===== src/rtl/mips_pkg.sv =====
// Shared MIPS core definitions: datapath widths, load type codes and the
// hardwired zero register.
package mips_pkg;
    localparam int DATA_W = 32;
    localparam int ADDR_W = 5;

    localparam logic [2:0] LT_W  = 3'd0;
    localparam logic [2:0] LT_H  = 3'd1;
    localparam logic [2:0] LT_HU = 3'd2;
    localparam logic [2:0] LT_B  = 3'd3;
    localparam logic [2:0] LT_BU = 3'd4;

    localparam logic [ADDR_W-1:0] REG_ZERO = '0;
endpackage


===== src/rtl/mem_wb_stage_if.sv =====
// Signal bundle between the memory stage / decode (master) and the MEM/WB
// stage (slave), including the register file write port it drives.
interface mem_wb_stage_if;
    import mips_pkg::*;

    // in_valid qualifies the in_* payload for one cycle; there is no ready,
    // the stage accepts every cycle and flush overrides in_valid.
    logic              in_valid;
    logic              flush;
    logic              in_reg_wr;
    logic              in_mem_to_reg;
    logic [2:0]        in_load_type;
    logic [1:0]        in_byte_off;
    logic [DATA_W-1:0] in_alu_result;
    logic [DATA_W-1:0] in_mem_rdata;
    logic [ADDR_W-1:0] in_dest;
    logic [ADDR_W-1:0] id_rs;
    logic [ADDR_W-1:0] id_rt;

    logic              wr;
    logic [ADDR_W-1:0] addr3;
    logic [DATA_W-1:0] data3;
    logic              fwd_rs_hit;
    logic              fwd_rt_hit;
    logic              align_err;
    logic [31:0]       retired;

    modport master (
        output in_valid, flush, in_reg_wr, in_mem_to_reg, in_load_type,
               in_byte_off, in_alu_result, in_mem_rdata, in_dest, id_rs, id_rt,
        input  wr, addr3, data3, fwd_rs_hit, fwd_rt_hit, align_err, retired
    );

    modport slave (
        input  in_valid, flush, in_reg_wr, in_mem_to_reg, in_load_type,
               in_byte_off, in_alu_result, in_mem_rdata, in_dest, id_rs, id_rt,
        output wr, addr3, data3, fwd_rs_hit, fwd_rt_hit, align_err, retired
    );
endinterface


===== src/rtl/load_extend.sv =====
// Combinational load lane extraction (little-endian) with sign/zero extension
// and alignment check. Reserved load codes are treated as word loads.
module load_extend
    import mips_pkg::*;
(
    input  logic [DATA_W-1:0] rdata,
    input  logic [2:0]        load_type,
    input  logic [1:0]        byte_off,
    output logic [DATA_W-1:0] ext_data,
    output logic              misaligned
);
    logic [7:0]  lane_b;
    logic [15:0] lane_h;

    always_comb begin
        lane_b = rdata[7:0];
        case (byte_off)
            2'd0: lane_b = rdata[7:0];
            2'd1: lane_b = rdata[15:8];
            2'd2: lane_b = rdata[23:16];
            2'd3: lane_b = rdata[31:24];
            default: lane_b = rdata[7:0];
        endcase
        lane_h = byte_off[1] ? rdata[31:16] : rdata[15:0];
    end

    always_comb begin
        ext_data   = rdata;
        misaligned = 1'b0;
        case (load_type)
            LT_B: ext_data = {{24{lane_b[7]}}, lane_b};
            LT_BU: ext_data = {24'd0, lane_b};
            LT_H: begin
                ext_data   = {{16{lane_h[15]}}, lane_h};
                misaligned = byte_off[0];
            end
            LT_HU: begin
                ext_data   = {16'd0, lane_h};
                misaligned = byte_off[0];
            end
            default: begin
                ext_data   = rdata;
                misaligned = (byte_off != 2'd0);
            end
        endcase
    end
endmodule


===== src/rtl/mem_wb_stage.sv =====
// MEM/WB pipeline register: selects and extends the result ahead of capture,
// drives the register file write port, forwarding hits and retire count.
module mem_wb_stage
    import mips_pkg::*;
(
    input  logic           clk,
    input  logic           rst_n,
    mem_wb_stage_if.slave  bus
);
    logic [DATA_W-1:0] ext_data;
    logic              misaligned;
    logic [DATA_W-1:0] sel_data;
    logic              capture;
    logic              cap_err;

    logic              v_q;
    logic              reg_wr_q;
    logic              align_err_q;
    logic [ADDR_W-1:0] dest_q;
    logic [DATA_W-1:0] data_q;
    logic [31:0]       retired_q;

    load_extend u_load_extend (
        .rdata      (bus.in_mem_rdata),
        .load_type  (bus.in_load_type),
        .byte_off   (bus.in_byte_off),
        .ext_data   (ext_data),
        .misaligned (misaligned)
    );

    assign capture  = bus.in_valid & ~bus.flush;
    assign sel_data = bus.in_mem_to_reg ? ext_data : bus.in_alu_result;
    assign cap_err  = capture & bus.in_mem_to_reg & misaligned;

    always_ff @(posedge clk or negedge rst_n) begin
        if (!rst_n) begin
            v_q         <= 1'b0;
            reg_wr_q    <= 1'b0;
            align_err_q <= 1'b0;
            dest_q      <= '0;
            data_q      <= '0;
            retired_q   <= '0;
        end else begin
            v_q         <= capture;
            align_err_q <= cap_err;
            if (capture) begin
                reg_wr_q <= bus.in_reg_wr;
                dest_q   <= bus.in_dest;
                data_q   <= sel_data;
            end
            // Counts what currently occupies the stage, as it leaves it.
            if (v_q & ~align_err_q)
                retired_q <= retired_q + 32'd1;
        end
    end

    assign bus.wr         = v_q & reg_wr_q & ~align_err_q & (dest_q != REG_ZERO);
    assign bus.addr3      = dest_q;
    assign bus.data3      = data_q;
    assign bus.align_err  = align_err_q;
    assign bus.retired    = retired_q;
    assign bus.fwd_rs_hit = bus.wr & (dest_q == bus.id_rs);
    assign bus.fwd_rt_hit = bus.wr & (dest_q == bus.id_rt);
endmodule


===== src/flat_wrapper.sv =====
// flat-port wrapper written by rule: the top's interface ports become plain ports
module mem_wb_stage_flat import mips_pkg::*;
  (clk, rst_n, bus_in_valid, bus_flush, bus_in_reg_wr, bus_in_mem_to_reg, bus_in_load_type, bus_in_byte_off, bus_in_alu_result, bus_in_mem_rdata, bus_in_dest, bus_id_rs, bus_id_rt, bus_wr, bus_addr3, bus_data3, bus_fwd_rs_hit, bus_fwd_rt_hit, bus_align_err, bus_retired);
  mem_wb_stage_if bus_i ();
  input  logic clk;
  input  logic rst_n;
  input wire logic [$bits(bus_i.in_valid)-1:0] bus_in_valid;
  input wire logic [$bits(bus_i.flush)-1:0] bus_flush;
  input wire logic [$bits(bus_i.in_reg_wr)-1:0] bus_in_reg_wr;
  input wire logic [$bits(bus_i.in_mem_to_reg)-1:0] bus_in_mem_to_reg;
  input wire logic [$bits(bus_i.in_load_type)-1:0] bus_in_load_type;
  input wire logic [$bits(bus_i.in_byte_off)-1:0] bus_in_byte_off;
  input wire logic [$bits(bus_i.in_alu_result)-1:0] bus_in_alu_result;
  input wire logic [$bits(bus_i.in_mem_rdata)-1:0] bus_in_mem_rdata;
  input wire logic [$bits(bus_i.in_dest)-1:0] bus_in_dest;
  input wire logic [$bits(bus_i.id_rs)-1:0] bus_id_rs;
  input wire logic [$bits(bus_i.id_rt)-1:0] bus_id_rt;
  output wire logic [$bits(bus_i.wr)-1:0] bus_wr;
  output wire logic [$bits(bus_i.addr3)-1:0] bus_addr3;
  output wire logic [$bits(bus_i.data3)-1:0] bus_data3;
  output wire logic [$bits(bus_i.fwd_rs_hit)-1:0] bus_fwd_rs_hit;
  output wire logic [$bits(bus_i.fwd_rt_hit)-1:0] bus_fwd_rt_hit;
  output wire logic [$bits(bus_i.align_err)-1:0] bus_align_err;
  output wire logic [$bits(bus_i.retired)-1:0] bus_retired;
  assign bus_i.in_valid = bus_in_valid;
  assign bus_i.flush = bus_flush;
  assign bus_i.in_reg_wr = bus_in_reg_wr;
  assign bus_i.in_mem_to_reg = bus_in_mem_to_reg;
  assign bus_i.in_load_type = bus_in_load_type;
  assign bus_i.in_byte_off = bus_in_byte_off;
  assign bus_i.in_alu_result = bus_in_alu_result;
  assign bus_i.in_mem_rdata = bus_in_mem_rdata;
  assign bus_i.in_dest = bus_in_dest;
  assign bus_i.id_rs = bus_id_rs;
  assign bus_i.id_rt = bus_id_rt;
  assign bus_wr = bus_i.wr;
  assign bus_addr3 = bus_i.addr3;
  assign bus_data3 = bus_i.data3;
  assign bus_fwd_rs_hit = bus_i.fwd_rs_hit;
  assign bus_fwd_rt_hit = bus_i.fwd_rt_hit;
  assign bus_align_err = bus_i.align_err;
  assign bus_retired = bus_i.retired;
  mem_wb_stage u_core (.clk(clk), .rst_n(rst_n), .bus(bus_i));
endmodule

===== config.mk =====
export PLATFORM = sky130hd
export DESIGN_NAME = mem_wb_stage_flat
export DESIGN_NICKNAME = d
export VERILOG_FILES = /design/src/rtl/mips_pkg.sv /design/src/rtl/mem_wb_stage_if.sv /design/src/rtl/load_extend.sv /design/src/rtl/mem_wb_stage.sv /design/src/flat_wrapper.sv
export SDC_FILE = /design/constraint.sdc
export NUM_CORES = 1
export LEC_CHECK = 0
export CORE_MARGIN = 2
export CORE_UTILIZATION = 48
export CTS_CLUSTER_DIAMETER = 30
export DETAILED_ROUTE_END_ITERATION = 10
export PLACE_DENSITY = 0.84
export SYNTH_ARGS = -nofsm -noshare
export SYNTH_HDL_FRONTEND = slang
export SYNTH_SLANG_ARGS = --single-unit

===== constraint.sdc =====
create_clock -name clk -period 2.78 [get_ports clk]
set_clock_uncertainty 0.15 [all_clocks]
set_input_delay 0.556 -clock clk [delete_from_list [all_inputs] [get_ports clk]]
set_output_delay 0.556 -clock clk [all_outputs]
set_load 0.05 [all_outputs]

==> flow_metrics.env <==
export IMPL_drive_gt1_share_pct=11.4
export IMPL_drt_first_pass_iters=5
export IMPL_worstPathMaxFanout=5
export IMPL_crit_type="flip-flop to output port"
export IMPL_core_area_um2=8640
export IMPL_ys_types=54
export IMPL_ys_seq_elements=72
export IMPL_grt_pass1_wl_mm=21.3
export IMPL_period_needed_ns=2.64
export IMPL_r2r_slack_ns=0.78
export IMPL_grt_overflow=0
export IMPL_slew_violations=0
export IMPL_clockPowerShare_pct=26.8
export IMPL_ios=163
export IMPL_worstMarginPinSlew_ns=0.895
export IMPL_syn_instance_count=455
export IMPL_post_cts_buffers=1
export IMPL_area_delta_synth_final_pct=48.0
export IMPL_cts_clk_slew_worst_paths_ns=0.08
export IMPL_pwr_share_seq_pct=37.0
export IMPL_die_height_um=97.7
export IMPL_drc_errors=0
export IMPL_synth_area_per_cell_um2=9.27
export IMPL_post_route_period_util_pct=94.9
export IMPL_reg2reg_to="u_core.bus.retired[27]"
export IMPL_cts_tree="built"
export IMPL_start_util_pct=48.8
export IMPL_clk_latency_ns=0.34
export IMPL_antenna_found_initial=0
export IMPL_post_cts_resized=0
export IMPL_startpoint="u_core.bus.addr3[3]"
export IMPL_seq_area_frac_synth_pct=42.7
export IMPL_p_sw_share_pct=38.0
export IMPL_hold_viol=0
export IMPL_vias=4282
export IMPL_diodes=0
export IMPL_crit_path_end="bus_wr"
export IMPL_initialDrtViolationCount=197
export IMPL_dp_cells=714
export IMPL_synthTopCellsByCount="dfrtp_1 (72), nand2_1 (67), a21oi_1 (47)"
export IMPL_yosysMostFrequentCell="dfrtp_1"
export IMPL_fp_row_count=34
export IMPL_wl_per_cell_um=17.8
export IMPL_gr_usage_all_layers_pct=27.4
export IMPL_reg2reg_depth=5
export IMPL_power_mw=3.52
export IMPL_maxCapViolations=0
export IMPL_r2r_start="u_core.bus.retired[5]"
export IMPL_ys_warn_count=0
export IMPL_critPathLaunchType="flip-flop"
export IMPL_fmax_ghz=0.379
export IMPL_hpwl_mm=9.74
export IMPL_grt_max_degree=73
export IMPL_power_leakage_nw=2.53
export IMPL_cp_required_ns=2.07
export IMPL_crit_arrival_ns=1.93
export IMPL_vdd_ir_drop_max_uv=295
export IMPL_power_switching_mw=1.34
export IMPL_status="finished, final reports clean"
export IMPL_n_fill_cell=629
export IMPL_io_buffers=162
export IMPL_numCtsBuffers=9
export IMPL_die_area_um2=9550
export IMPL_synth_nets=546
export IMPL_hold_buffers=0
export IMPL_die_x_um=97.7
export IMPL_cts_sinks=72
export IMPL_p_comb_share_pct=36.2
export IMPL_relSlewSlack_pct=40.3
export IMPL_cts_root_buffer="clkbuf_8"
export IMPL_p_per_area_nw_per_um2=565
export IMPL_wl_mm=13.0
export IMPL_setup_viol=0
export IMPL_grt_setup_unrepaired="no"
export IMPL_vias_per_cell=5.86
export IMPL_p_int_mw=2.18
export IMPL_cts_buffer_depth=2
export IMPL_final_cells=731
export IMPL_synth_edff_count=0
export IMPL_grt_pass1_vias=4302
export IMPL_hold_class="input pin to async pin"
export IMPL_ant_nets=0
export IMPL_synthArstFlopShare_pct=100
export IMPL_dominantRegCellSynth="dfrtp_1"
export IMPL_syn_area_um2=4220
export IMPL_critPathCaptureType="output port"
export IMPL_yosys_area_top_type="dfrtp_1"
export IMPL_htreeDepth=3
export IMPL_yosys_area_top_type_share_pct=42.7
export IMPL_fin_nets=709
export IMPL_fin_hold_ws_ns=0.182
export IMPL_place_congestion=1.01
export IMPL_synth_area_top_cells="dfrtp_1 (43%), xnor2_1 (6.6%), nand2_1 (6.0%)"
registers in the layout, summed over array words and instances (netlist names):
register	cells
u_core.bus.addr3	5
u_core.bus.align_err	1
u_core.bus.data3	32
u_core.bus.retired	32
u_core.reg_wr_q	1
u_core.v_q	1
power by group through the flow:
stage | logic [mW] | registers (mW) | clock network [mW]
2_1_floorplan | 0.316 | 1.73 | 0
3_3_place_gp | 1.25 | 1.31 | 0
3_5_place_dp | 1.27 | 1.32 | 0
4_1_cts | 1.28 | 1.30 | 0.960
5_1_grt | 1.34 | 1.33 | 1.00
6_report | 1.28 | 1.30 | 0.945
per-stage QoR:
step	utilization (%)	instance area (µm²)	setup slack [ns]	setup TNS, ns
floorplan	-	4230	-0.0670	-0.134
global placement	69.6	6010	0.173	0
detailed placement	69.6	6010	0.0353	0
CTS	72.3	6240	0.128	0
global route	72.3	6240	0.0575	0
finish	72.3	6240	0.142	0
layout make-up:
type                            instances  area (µm²)  area share, %
Multi-Input combinational cell        350        2280           36.5
Sequential cell                        72        1800           28.9
Timing Repair Buffer                  180        1780           28.6
Tap cell                              108         135           2.16
Clock buffer                            9         124           1.98
Clock inverter                          7         101           1.62
Inverter                                5        18.8          0.301
worst max-delay path, cell delays in order, from the launching register on:
cell and delay [ns]:
dfrtp_1 0.46, or4_1 0.55, o211ai_1 0.20, buf_4 0.16, inv_1 0.05, buf_4 0.18
worst min path at each step:
stage                               startpoint  cells after the start  slack [ns]               endpoint
after floorplan                          rst_n                      0        0.11    u_core.bus.addr3[0]
after global placement    u_core.bus.data3[25]                      1        0.31   u_core.bus.data3[25]
after detailed placement  u_core.bus.data3[25]                      1        0.32   u_core.bus.data3[25]
after CTS                                rst_n                      1        0.22  u_core.bus.retired[4]
after global routing                     rst_n                      1        0.25  u_core.bus.retired[3]
final                                    rst_n                      1        0.18  u_core.bus.retired[4]
placed cells by master (no fill, tap or decap), drive strengths merged, types with 2 or more instances in the layout:
master,count
a211oi,2
a21o,2
a21oi,47
a221oi,6
a22o,5
a22oi,6
and2,2
and3,5
and4,5
buf,22
bufinv,2
clkbuf,9
clkdlybuf4s50,158
clkinvlp,2
dfrtp,72
inv,8
mux2,19
mux2i,4
nand2,67
nand2b,2
nand3,13
nand3b,6
nand4,9
nor2,13
nor2b,4
nor3,2
nor4,4
o211ai,7
o21ai,39
or3,24
xnor2,33
xor2,10
logic make-up (layout without fill, tap and decap cells):
logic type,Yosys count,after routing,synth area share (%)
flip-flops,72,72,42.7
buffers and inverters,33,201,3.59
adder cells (fa/ha/maj),1,1,0.297
multiplexers,24,24,6.56
AO/OA/AOI/OAI,121,121,17.2
AND/OR/NAND/NOR,161,161,20.2
XOR/XNOR,43,43,9.37
routing by layer:
| metal | wire length [µm] | track usage, % | up-vias |
|---|---|---|---|
| met5 | 0 | 0 | - |
| li1 | - | - | 1959 |
| met1 | 5060 | 35.2 | 2024 |
| met3 | 1130 | 5.37 | 28 |
| met2 | 6470 | 46.5 | 271 |
| met4 | 361 | 9.94 | 0 |
Power figures use the tool's default switching activity.
